## config.mk

```make
export PLATFORM = sky130hd
export DESIGN_NAME = mxrx_check
export DESIGN_NICKNAME = d
export VERILOG_FILES = /design/src/rtl/mxrx_pkg.sv /design/src/rtl/mx_byte_rom.sv /design/src/rtl/mxrx_check.sv
export SDC_FILE = /design/constraint.sdc
export NUM_CORES = 1
export LEC_CHECK = 0
export BUFFER_PORTS_ARGS = -buffer_cell sky130_fd_sc_hd__buf_2
export CAP_MARGIN = 0
export CELL_PAD_IN_SITES_DETAIL_PLACEMENT = 0
export CELL_PAD_IN_SITES_GLOBAL_PLACEMENT = 1
export CORE_MARGIN = 2
export CORE_UTILIZATION = 45
export DETAILED_ROUTE_END_ITERATION = 8
export PLACE_DENSITY = 0.88
export SETUP_SLACK_MARGIN = 0.5
export SYNTH_ARGS = -nofsm -noshare
export SYNTH_HDL_FRONTEND = slang
export SYNTH_HIERARCHICAL = 1
export SYNTH_SLANG_ARGS = --single-unit
```

## constraint.sdc

```tcl
create_clock -name clk -period 3.1 [get_ports clk]
set_input_delay 0.62 -clock clk [delete_from_list [all_inputs] [get_ports clk]]
set_output_delay 0.62 -clock clk [all_outputs]
set_load 0.005 [all_outputs]
```

## src/rtl/mxrx_pkg.sv

```systemverilog
// mxrx_pkg: shared constants and types for the Manchester receive-side frame checker.
// Holds the expected-byte table also used by the transmit-side test generator.
// Latency: n/a (package). Backpressure: n/a.
package mxrx_pkg;

   // Depth of the expected-byte table; legal frame lengths are 1..MEM_SIZE.
   localparam int MEM_SIZE = 32;

   typedef enum logic [1:0] {
      ST_IDLE  = 2'd0,
      ST_RECV  = 2'd1,
      ST_EVAL  = 2'd2,
      ST_DRAIN = 2'd3
   } state_t;

   // Expected frame contents: aa aa 0b then 04 counting up to 20h (32 decimal).
   localparam logic [7:0] MX_DEFAULT_BYTES [MEM_SIZE] = '{
      8'haa, 8'haa, 8'h0b, 8'h04, 8'h05, 8'h06, 8'h07, 8'h08,
      8'h09, 8'h0a, 8'h0b, 8'h0c, 8'h0d, 8'h0e, 8'h0f, 8'h10,
      8'h11, 8'h12, 8'h13, 8'h14, 8'h15, 8'h16, 8'h17, 8'h18,
      8'h19, 8'h1a, 8'h1b, 8'h1c, 8'h1d, 8'h1e, 8'h1f, 8'h20
   };

endpackage

```

## src/rtl/mx_byte_rom.sv

```systemverilog
// mx_byte_rom: expected-byte lookup, byte index -> table byte.
// Latency: combinational. Backpressure: none.
// Ports: idx (6b byte index), exp_byte (8b expected byte; 00 beyond the table).
module mx_byte_rom
   import mxrx_pkg::*;
(
   input  logic [5:0] idx,
   output logic [7:0] exp_byte
);

   always_comb begin
      exp_byte = 8'h00;
      if (idx[5] == 1'b0) begin
         exp_byte = MX_DEFAULT_BYTES[idx[4:0]];
      end
   end

endmodule

```

## src/rtl/mxrx_check.sv

```systemverilog
// mxrx_check: receive-side frame checker; compares each cardet-framed byte stream with the table.
// Latency: frame_ok/frame_bad pulse 2 cycles after rx_cardet is first sampled low during a frame.
// Backpressure: none; every rx_write byte is consumed, bytes outside a checked frame are dropped.
// Ports: clk, reset (sync, active-high), length (0 = checking off), rx_data/rx_write/rx_cardet/rx_error
//   from the Manchester receiver; busy, frame_ok, frame_bad, good_count, bad_count.
// Optional: define MXRX_CHECK_FIRST_ERR_EN to add first_err_idx/first_err_data/first_err_valid,
//   which latch the position and byte of the first data mismatch since reset.
module mxrx_check
   import mxrx_pkg::*;
#(
   parameter int MEM_SIZE = mxrx_pkg::MEM_SIZE,
   parameter int CNT_W    = 16
) (
   input  logic             clk,
   input  logic             reset,
   input  logic [5:0]       length,
   input  logic [7:0]       rx_data,
   input  logic             rx_write,
   input  logic             rx_cardet,
   input  logic             rx_error,
`ifdef MXRX_CHECK_FIRST_ERR_EN
   output logic [5:0]       first_err_idx,
   output logic [7:0]       first_err_data,
   output logic             first_err_valid,
`endif
   output logic             busy,
   output logic             frame_ok,
   output logic             frame_bad,
   output logic [CNT_W-1:0] good_count,
   output logic [CNT_W-1:0] bad_count
);

   localparam logic [6:0] MEM_LIMIT = 7'(MEM_SIZE);

   state_t           state_q, state_d;
   logic [5:0]       idx_q, idx_d;
   logic [5:0]       len_q, len_d;
   logic             fail_q, fail_d;
   logic             armed_q, armed_d;
   logic             frame_ok_q, frame_ok_d;
   logic             frame_bad_q, frame_bad_d;
   logic [CNT_W-1:0] good_q, good_d;
   logic [CNT_W-1:0] bad_q, bad_d;
`ifdef MXRX_CHECK_FIRST_ERR_EN
   logic [5:0]       ferr_idx_q, ferr_idx_d;
   logic [7:0]       ferr_data_q, ferr_data_d;
   logic             ferr_vld_q, ferr_vld_d;
`endif

   logic [7:0] exp_byte;
   logic       byte_extra;

   mx_byte_rom u_rom (
      .idx      (idx_q),
      .exp_byte (exp_byte)
   );

   // A byte past the sampled length, or past the table, is a length failure and never advances idx.
   assign byte_extra = (idx_q >= len_q) || ({1'b0, idx_q} >= MEM_LIMIT);

   always_comb begin
      state_d     = state_q;
      idx_d       = idx_q;
      len_d       = len_q;
      fail_d      = fail_q;
      good_d      = good_q;
      bad_d       = bad_q;
      frame_ok_d  = 1'b0;
      frame_bad_d = 1'b0;
      // After reset a frame already in flight must end before a new check may start.
      armed_d     = armed_q | ~rx_cardet;
`ifdef MXRX_CHECK_FIRST_ERR_EN
      ferr_idx_d  = ferr_idx_q;
      ferr_data_d = ferr_data_q;
      ferr_vld_d  = ferr_vld_q;
`endif

      case (state_q)
         ST_IDLE: begin
            if (rx_cardet && armed_q) begin
               if (length == 6'd0) begin
                  state_d = ST_DRAIN;
               end else begin
                  state_d = ST_RECV;
                  idx_d   = 6'd0;
                  fail_d  = 1'b0;
                  len_d   = length;
               end
            end
         end

         ST_RECV: begin
            if (rx_write) begin
               if (byte_extra) begin
                  fail_d = 1'b1;
               end else begin
                  idx_d = idx_q + 6'd1;
                  if (rx_data != exp_byte) begin
                     fail_d = 1'b1;
`ifdef MXRX_CHECK_FIRST_ERR_EN
                     if (!ferr_vld_q) begin
                        ferr_vld_d  = 1'b1;
                        ferr_idx_d  = idx_q;
                        ferr_data_d = rx_data;
                     end
`endif
                  end
               end
            end
            if (rx_error) begin
               fail_d = 1'b1;
            end
            // A byte arriving on the same cycle cardet drops is still checked above.
            if (!rx_cardet) begin
               state_d = ST_EVAL;
            end
         end

         ST_EVAL: begin
            if (fail_q || (idx_q != len_q)) begin
               frame_bad_d = 1'b1;
               if (bad_q != {CNT_W{1'b1}}) begin
                  bad_d = bad_q + 1'b1;
               end
            end else begin
               frame_ok_d = 1'b1;
               if (good_q != {CNT_W{1'b1}}) begin
                  good_d = good_q + 1'b1;
               end
            end
            state_d = ST_IDLE;
         end

         ST_DRAIN: begin
            if (!rx_cardet) begin
               state_d = ST_IDLE;
            end
         end

         default: begin
            state_d = ST_IDLE;
         end
      endcase
   end

   always_ff @(posedge clk) begin
      if (reset) begin
         state_q     <= ST_IDLE;
         idx_q       <= 6'd0;
         len_q       <= 6'd0;
         fail_q      <= 1'b0;
         armed_q     <= 1'b0;
         frame_ok_q  <= 1'b0;
         frame_bad_q <= 1'b0;
         good_q      <= '0;
         bad_q       <= '0;
`ifdef MXRX_CHECK_FIRST_ERR_EN
         ferr_idx_q  <= 6'd0;
         ferr_data_q <= 8'd0;
         ferr_vld_q  <= 1'b0;
`endif
      end else begin
         state_q     <= state_d;
         idx_q       <= idx_d;
         len_q       <= len_d;
         fail_q      <= fail_d;
         armed_q     <= armed_d;
         frame_ok_q  <= frame_ok_d;
         frame_bad_q <= frame_bad_d;
         good_q      <= good_d;
         bad_q       <= bad_d;
`ifdef MXRX_CHECK_FIRST_ERR_EN
         ferr_idx_q  <= ferr_idx_d;
         ferr_data_q <= ferr_data_d;
         ferr_vld_q  <= ferr_vld_d;
`endif
      end
   end

   assign busy       = (state_q == ST_RECV) || (state_q == ST_EVAL);
   assign frame_ok   = frame_ok_q;
   assign frame_bad  = frame_bad_q;
   assign good_count = good_q;
   assign bad_count  = bad_q;
`ifdef MXRX_CHECK_FIRST_ERR_EN
   assign first_err_idx   = ferr_idx_q;
   assign first_err_data  = ferr_data_q;
   assign first_err_valid = ferr_vld_q;
`endif

endmodule
```

==> flow_metrics.env <==
export IMPL_cts_made_buffers=5
export IMPL_rsz0062_at_grt="no"
export IMPL_cts_tree="done"
export IMPL_cts_root_buf="clkbuf_8"
export IMPL_area_delta_synth_final_pct=13.0
export IMPL_cp_max_fo=16
export IMPL_ir_drop_mv=0.331
export IMPL_crit_required_ns=3.33
export IMPL_synthMuxAreaShare=0.0146
export IMPL_maxSlewViolCount=0
export IMPL_n_fill_cell=619
export IMPL_synth_warnings=6
export IMPL_viasPerCell=5.54
export IMPL_vias=2670
export IMPL_io_pins=54
export IMPL_grt_max_degree=32
export IMPL_postSynthCellCount=356
export IMPL_clock_sinks=50
export IMPL_grt_pass1_wl_mm=11.0
export IMPL_cts_htree_levels=2
export IMPL_yosys_area_share_simple=0.310
export IMPL_cp_start_kind="flip-flop"
export IMPL_routed_wl_mm=6.56
export IMPL_post_cts_buffers=0
export IMPL_ctsLongestPathBuffers=2
export IMPL_grt_ovfl_total=0
export IMPL_hold_viol=0
export IMPL_die_height_um=85.7
export IMPL_synth_compound_area_frac=0.132
export IMPL_clk_latency_ns=0.30
export IMPL_power_density_nw_per_um2=364
export IMPL_die_area_um2=7340
export IMPL_gp_congestion=0.808
export IMPL_min_path_type="reg2reg"
export IMPL_crit_path_cell_trace="ha_1 > and4_1 > o21ai_1 > nand4_1 > or4_1 > a21oi_1"
export IMPL_synth_async_reset_ratio=0
export IMPL_multi_input_area_um2=1860
export IMPL_synth_nets=392
export IMPL_dp_hpwl_mm=4.78
export IMPL_clkTransAtPathRegs_ns=0.09
export IMPL_die_w_um=85.7
export IMPL_synth_adder_area_share=0.0708
export IMPL_yosys_register_bits=50
export IMPL_synth_edff_count=0
export IMPL_slowest_delay_ns=0.65
export IMPL_ff_latch_area_um2=1000
export IMPL_setup_viol=0
export IMPL_holdBufCountCts=0
export IMPL_critPathKind="reg2reg"
export IMPL_utilization=0.531
export IMPL_drc_errors=0
export IMPL_drive_gt1_frac=0.205
export IMPL_final_area_um2=3390
export IMPL_cap_violations=0
export IMPL_p_leak_uw=0.00134
export IMPL_final_nets=440
export IMPL_grt_pass1_vias=2354
export IMPL_hold_slack_ns=0.469
export IMPL_avgSynthCellArea_um2=8.44
export IMPL_core_area_um2=6390
export IMPL_drtIter0Drc=129
export IMPL_initial_core_util=0.470
export IMPL_diodes=0
export IMPL_routedWlPerCell_um=13.6
export IMPL_crit_slowest_cell="dfxtp_1"
export IMPL_max_slew_worst_pin_slew_ns=0.692
export IMPL_synthFlopType="dfxtp_1"
export IMPL_status="complete, no violations"
export IMPL_end_kind="flip-flop"
export IMPL_max_freq_mhz=440
export IMPL_cts_resized=0
export IMPL_fin_tns_setup_ns=0
export IMPL_power_uw=1240
export IMPL_io_buffers=53
export IMPL_synth_top_family_by_area="simple AND/OR/NAND/NOR gates"
export IMPL_timing_slew_headroom=0.534
export IMPL_postPlaceCellArea_um2=3300
export IMPL_arrival_ns=2.51
export IMPL_ant_nets=0
export IMPL_syn_cell_area_um2=3000
export IMPL_antenna_found_initial=0
export IMPL_finClkSkew_ns=0.00969
export IMPL_seq_area_frac_synth=0.333
export IMPL_grt_total_usage=0.182
export IMPL_period_share=0.734
export IMPL_synth_xor_area_frac=0.0904
export IMPL_fin_crit_ns=2.27
export IMPL_yosysUniqueCellTypes=61
export IMPL_firstDrtPassIters=4
export IMPL_row_count=29
## report_power, final
part	switching [uW]	internal (uW)	total (uW)	leakage, uW
clock network	218	180	398	0.0000472
logic	103	64.0	167	0.000884
registers	13.8	657	671	0.000404
total	334	901	1240	0.00134
## flip-flops by register name, summed over array words and instances, names as in the netlist
signal,cells
frame_ok,1
bad_count,16
frame_bad,1
state_q,2
idx_q,6
len_q,6
armed_q,1
fail_q,1
good_count,16
## worst max-delay path: cells and delay by family, from the launching register on
kind            cells  cell delay, ns
compound gates      2            0.32
fa+ha+maj           1            0.34
flops               1            0.65
simple gates        3            0.90
## metrics by stage
step | std cells | setup slack (ns)
finish | 482 | 0.825
global route | 482 | 0.590
CTS | 482 | 0.830
detailed placement | 474 | 0.752
global placement | 474 | 0.798
floorplan | 356 | 1.08
## synthesized netlist by cell type (9+ instances only)
cell type / instances / share of area
nand4_1: 13 / 0.027
nor3_1: 9 / 0.015
ha_1: 17 / 0.071
nor4_1: 10 / 0.021
xnor2_1: 19 / 0.055
nand2_1: 36 / 0.045
nor2_1: 46 / 0.058
xor2_1: 12 / 0.035
a21oi_1: 16 / 0.027
nand3_1: 12 / 0.020
dfxtp_1: 50 / 0.33
inv_1: 14 / 0.017
## layer usage
metal | share of wire | global-route usage | vias up
li1 | - | - | 1379
met3 | 0.040 | 0.0366 | 6
met5 | 0 | 0 | -
met2 | 0.44 | 0.285 | 51
met1 | 0.51 | 0.257 | 1234
met4 | 0.0092 | 0.0447 | 0
## cells by family after synthesis
kind of cell,count (synthesis)
xor+xnor,31
flops,50
buf+inv,29
mux,4
compound gates,56
other cells,1
fa+ha+maj,17
simple gates,168
## layout make-up
class / count / area share
repair buffers: 56 / 0.0848
flip-flops and latches: 50 / 0.295
multi-input cells: 277 / 0.548
clock inverters: 2 / 0.00369
well taps: 77 / 0.0284
inverters: 14 / 0.0155
clock buffers: 6 / 0.0243
## cell usage in the layout (no fill, tap or decap), drive strengths merged, types with 14 or more instances in the layout
cell type / n
dfxtp: 50
ha: 17
a21oi: 17
inv: 14
nand4: 16
buf: 56
nand2: 36
nor2: 46
xnor2: 19
## worst paths after layout
check | from | to | slack (ns) | cells after the start
setup / recovery | idx_q[2] | idx_q[3] | 0.83 | 6
hold / removal | armed_q | armed_q | 0.47 | 2
setup reg to reg | idx_q[2] | idx_q[3] | 0.83 | 6
hold reg to reg | armed_q | armed_q | 0.47 | 2
(Power assumes the default switching activity.)
